## src/rtl/rf_writeback_arbiter.sv

```systemverilog
// rf_writeback_arbiter: merges ALU and long-latency results onto the register-file write port
module rf_writeback_arbiter #(
    parameter int DEPTH = 4,
    parameter int XLEN  = 32
) (
    input  logic            clk,
    input  logic            reset_n,
    input  logic            a_valid,
    input  logic [4:0]      a_rd,
    input  logic [XLEN-1:0] a_data,
    input  logic            b_valid,
    output logic            b_ready,
    input  logic [4:0]      b_rd,
    input  logic [XLEN-1:0] b_data,
    output logic            we3,
    output logic [4:0]      wa3,
    output logic [XLEN-1:0] wd3,
    output logic [31:0]     pend_mask,
    output logic            idle
);
    localparam int PW = $clog2(DEPTH);
    localparam int CW = PW + 1;
    localparam logic [CW-1:0] FULL = CW'(DEPTH);

    logic [4:0]      q_rd   [DEPTH];
    logic [XLEN-1:0] q_data [DEPTH];
    logic [DEPTH-1:0] q_vld;
    logic [PW-1:0]   wr_ptr, rd_ptr;
    logic [CW-1:0]   count;
    logic            wr_from_b;
    logic            a_win, b_hs, b_real, head_win, bypass, push, pop;

    // Arbitration: ALU first, then queued long-latency results, then a same-cycle bypass when the queue is empty
    always_comb begin
        b_ready  = reset_n && (count < FULL);
        a_win    = a_valid && (a_rd != 5'd0);
        b_hs     = b_valid && b_ready;
        b_real   = b_hs && (b_rd != 5'd0);
        head_win = !a_win && (count != '0);
        bypass   = !a_win && (count == '0) && b_real;
        push     = b_real && !bypass;
        pop      = head_win;
        idle     = (count == '0) && !we3;
    end

    // Queue storage needs no reset: the per-slot valid bits gate every use of it
    always_ff @(posedge clk) begin
        if (push) begin
            q_rd[wr_ptr]   <= b_rd;
            q_data[wr_ptr] <= b_data;
        end
    end

    // Queue bookkeeping: pointers wrap modulo DEPTH, simultaneous push and pop leave count unchanged
    always_ff @(posedge clk) begin
        if (!reset_n) begin
            wr_ptr <= '0;
            rd_ptr <= '0;
            count  <= '0;
            q_vld  <= '0;
        end else begin
            wr_ptr <= push ? wr_ptr + 1'b1 : wr_ptr;
            rd_ptr <= pop ? rd_ptr + 1'b1 : rd_ptr;
            count  <= (push && !pop) ? count + 1'b1 : (pop && !push) ? count - 1'b1 : count;
            for (int i = 0; i < DEPTH; i++) begin
                if (push && PW'(i) == wr_ptr)
                    q_vld[i] <= 1'b1;
                else if (pop && PW'(i) == rd_ptr)
                    q_vld[i] <= 1'b0;
            end
        end
    end

    // Write register: loads the arbitration winner every cycle; address and data hold when idle
    always_ff @(posedge clk) begin
        if (!reset_n) begin
            we3       <= 1'b0;
            wa3       <= '0;
            wd3       <= '0;
            wr_from_b <= 1'b0;
        end else begin
            we3       <= a_win || head_win || bypass;
            wa3       <= a_win ? a_rd : head_win ? q_rd[rd_ptr] : bypass ? b_rd : wa3;
            wd3       <= a_win ? a_data : head_win ? q_data[rd_ptr] : bypass ? b_data : wd3;
            wr_from_b <= head_win || bypass;
        end
    end

    // Pending mask from registered state only: queued entries plus an in-flight long-latency write
    always_comb begin
        pend_mask = '0;
        for (int i = 0; i < DEPTH; i++)
            if (q_vld[i]) pend_mask[q_rd[i]] = 1'b1;
        if (we3 && wr_from_b) pend_mask[wa3] = 1'b1;
    end
endmodule

```

## config.mk

```make
export PLATFORM = sky130hd
export DESIGN_NAME = rf_writeback_arbiter
export DESIGN_NICKNAME = d
export VERILOG_FILES = /design/src/rtl/rf_writeback_arbiter.sv
export SDC_FILE = /design/constraint.sdc
export NUM_CORES = 1
export LEC_CHECK = 0
export CELL_PAD_IN_SITES_DETAIL_PLACEMENT = 0
export CELL_PAD_IN_SITES_GLOBAL_PLACEMENT = 1
export CORE_UTILIZATION = 30
export DETAILED_ROUTE_END_ITERATION = 8
export GPL_TIMING_DRIVEN = 0
export PLACE_DENSITY_LB_ADDON = 0.1
export SLEW_MARGIN = 20
export SYNTH_ARGS = -nofsm -noshare
export SYNTH_HDL_FRONTEND = slang
export SYNTH_SLANG_ARGS = --single-unit
```

## constraint.sdc

```tcl
create_clock -name clk -period 4.25 [get_ports clk]
set_clock_uncertainty 0.1 [all_clocks]
set_input_delay 0.85 -clock clk [delete_from_list [all_inputs] [get_ports clk]]
set_output_delay 0.85 -clock clk [all_outputs]
set_load 0.1 [all_outputs]
```

==> results.sh <==
export IMPL_avgSynthCellArea_um2=12.53
export IMPL_ys_types=58
export IMPL_core_mm2=0.03091
export IMPL_drt_met1_wl_um=13440
export IMPL_cp_top_family="buffers and inverters"
export IMPL_hold_viol=0
export IMPL_rsz0062_at_grt="no"
export IMPL_dieArea_mm2=0.03241
export IMPL_netlist_area_mm2=0.009508
export IMPL_cts_sinks=200
export IMPL_wirelength_um=28880
export IMPL_max_freq_mhz=239.6
export IMPL_num_vias=7141
export IMPL_cts_tree="yes"
export IMPL_synth_edf_count=148
export IMPL_final_cells=1335
export IMPL_path_cells="or3b_2 > clkbuf_1 > o22ai_1 > nor2_1 > o21ai_1 > clkdlybuf4s50_1"
export IMPL_yosysMostFrequentCell="edfxtp_1"
export IMPL_fin_setup_tns_ps=0
export IMPL_reg2reg_depth=10
export IMPL_r2r_start="count[2]$_SDFFE_PN0P_"
export IMPL_syn_inst=759
export IMPL_grt_ovfl_total=0
export IMPL_ys_ff_latch=200
export IMPL_grt_pass1_vias=7308
export IMPL_drc=0
export IMPL_insertion_delay_ps=430
export IMPL_antenna_found_initial=2
export IMPL_drive_above_1_share_pct=12.79
export IMPL_initial_core_util_pct=30.76
export IMPL_drt_iter0_drc=586
export IMPL_h_tree_depth=4
export IMPL_maxCapViolCount=0
export IMPL_avgRoutedWirePerCell_um=21.63
export IMPL_dp_cells=1302
export IMPL_final_area_mm2=0.01207
export IMPL_slew_violations=0
export IMPL_holdPathStages=1
export IMPL_critical_path_buf_inv_count=2
export IMPL_track_usage_pct=18.01
export IMPL_final_nets=1013
export IMPL_io_pins=150
export IMPL_min_period_ps=4173
export IMPL_syn_nets=847
export IMPL_post_cts_buffers=0
export IMPL_root_buffer="clkbuf_16"
export IMPL_synthFlopType="edfxtp_1"
export IMPL_ir_drop_mv=0.4128
export IMPL_die_y_um=180.0
export IMPL_ys_top_cells_by_area="edfxtp_1 (47%), dfxtp_1 (11%), mux4_2 (8.8%), a32o_1 (3.6%), nand2_1 (3.2%)"
export IMPL_ys_seq_area_share_pct=57.69
export IMPL_setup_viol=0
export IMPL_worstSetupPathType="reg2out"
export IMPL_synth_commonest_cells="edfxtp_1 (148), nand2_1 (80), dfxtp_1 (52), nand3_1 (46), nor2_1 (40)"
export IMPL_grt_max_degree=39
export IMPL_period_share_pct=98.19
export IMPL_critPathLaunch="q_rd[0][0]$_DFFE_PP_"
export IMPL_cp_slowest_stage_delay_ps=1160
export IMPL_cellLeakagePower_nw=3.870
export IMPL_max_slew_worst_pin_slew_ps=990.1
export IMPL_yosys_warnings=0
export IMPL_final_fill_count=2992
export IMPL_hp_start="wd3[17]$_SDFFE_PN0P_"
export IMPL_wl_met2_um=13600
export IMPL_rows=64
export IMPL_cp_max_fo=8
export IMPL_status="finished, final reports clean"
export IMPL_crit_required_ps=3300
export IMPL_grt_pass1_wl_um=44150
export IMPL_wl_met3_um=1584
export IMPL_syn_to_final_growth_pct=26.95
export IMPL_slowest_stage="clkdlybuf4s50_1"
export IMPL_post_drt_via_cell_ratio=5.349
export IMPL_gp_congestion=0.8793
export IMPL_critPathCaptureType="output port"
export IMPL_slew_headroom_pct=33.79
export IMPL_r2r_end="count[2]$_SDFFE_PN0P_"
export IMPL_dpl_hpwl_um=19730
export IMPL_synth_top_cell_by_area="edfxtp_1"
export IMPL_dr_max_layer_used="met5"
export IMPL_drtPass1Iterations=5
export IMPL_path_clk_slew_ps=80
export IMPL_power_density_mw_per_mm2=578.6
export IMPL_async_flop_share_pct=0
export IMPL_worst_ep_arrival_time_ps=3220
export IMPL_hold_end="wd3[17]$_SDFFE_PN0P_"
export IMPL_hp_class="reg2reg"
export IMPL_place_area_mm2=0.01149
export IMPL_yosysTopAreaCellShare_pct=46.74
export IMPL_die_w_um=180.0
export IMPL_port_buffer_count=147
export IMPL_cts_max_path_buffers=2
export IMPL_r2r_setup_slack_ps=1420
export IMPL_cts_made_buffers=17
export IMPL_detail_route_antenna_nets=0
export IMPL_startpoint_type="flop"
stage by stage:
step                setup slack, ps  util, %  hold slack [ps]  total power [mW]
floorplan                    -537.8        -            383.7             4.647
global placement             -368.9    37.12            355.7             5.490
detailed placement            514.1    37.19            356.1             5.493
CTS                           42.35    39.02            373.3             7.062
global route                  3.233    39.04            399.9             7.301
finish                        77.08    39.05            369.4             6.983
flip-flops by register name, indices dropped and copies added, names as in the netlist, named ones only:
signal and cells:
wr_from_b 1, q_rd 20, count 3, wr_ptr 2, rd_ptr 2, wd3 32, wa3 5, q_data 128
we3 1, q_vld 4
metal layers:
metal  GRT usage (%)  vias to the layer above
met1           24.23                     3588
met4           3.795                        2
met5               0                        -
met2           29.70                      232
met3           4.062                       23
li1                -                     3296
logic make-up after synthesis:
family,Yosys count,synth area share [%]
AND/OR/NAND/NOR,287,16.54
AO/OA/AOI/OAI,162,12.26
XOR/XNOR,2,0.1843
buffers and inverters,60,3.053
adder cells (fa/ha/maj),10,1.395
flip-flops,200,57.69
multiplexers,38,8.870
layout by cell type (no fill, tap or decap), types with 5 or more instances in the layout:
cell type,instances
a32o_1,34
nand3_1,46
o21ai_0,7
or3_1,5
mux4_2,37
ha_1,9
clkbuf_1,31
a2bb2oi_1,6
nand3_2,5
clkdlybuf4s50_1,144
nor3b_1,10
inv_1,7
or2b_1,20
clkbuf_16,17
nand2_1,80
nand3b_1,24
buf_2,12
nor2_1,40
o211ai_1,11
dfxtp_1,52
nor4_1,6
o21ai_1,18
nor2b_1,7
edfxtp_1,148
o22ai_1,35
nand2b_1,15
a21oi_1,27
or3b_2,9
final cells by class:
class                           count  area, um^2  share of cell area [%]
Clock inverter                     14       136.4                   1.130
Clock buffer                       18       429.2                   3.556
Tap cell                          396       495.5                   4.105
Multi-Input combinational cell    499        3752                   31.09
Inverter                            7       26.28                  0.2177
Antenna cell                        1       2.502                 0.02073
Buffer                             53       264.0                   2.187
Sequential cell                   200        5485                   45.44
Timing Repair Buffer              147        1479                   12.25
where the power goes:
part / switching [mW] / total [mW] / internal [mW]
clock: 0.788 / 1.57 / 0.778
sequential: 0.140 / 2.47 / 2.33
combinational: 2.08 / 2.95 / 0.866
how the worst max path moves through the flow:
stage                                    to  slack, ps  cells after the start
finish                        pend_mask[12]         80                      6
global route                   pend_mask[6]          3                      6
CTS                            pend_mask[8]         40                      6
detailed placement    count[2]$_SDFFE_PN0P_        510                     11
global placement    q_data[1][22]$_DFFE_PP_       -370                      4
floorplan                      pend_mask[4]       -540                      3
what timing repair did:
item	4_1_cts	5_1_grt
setup endpoints to repair	0	3
resized for setup	0	3
endpoints found under the hold margin	0	0
hold buffers	0	0
Note: power is estimated with default switching activity, not from simulation.
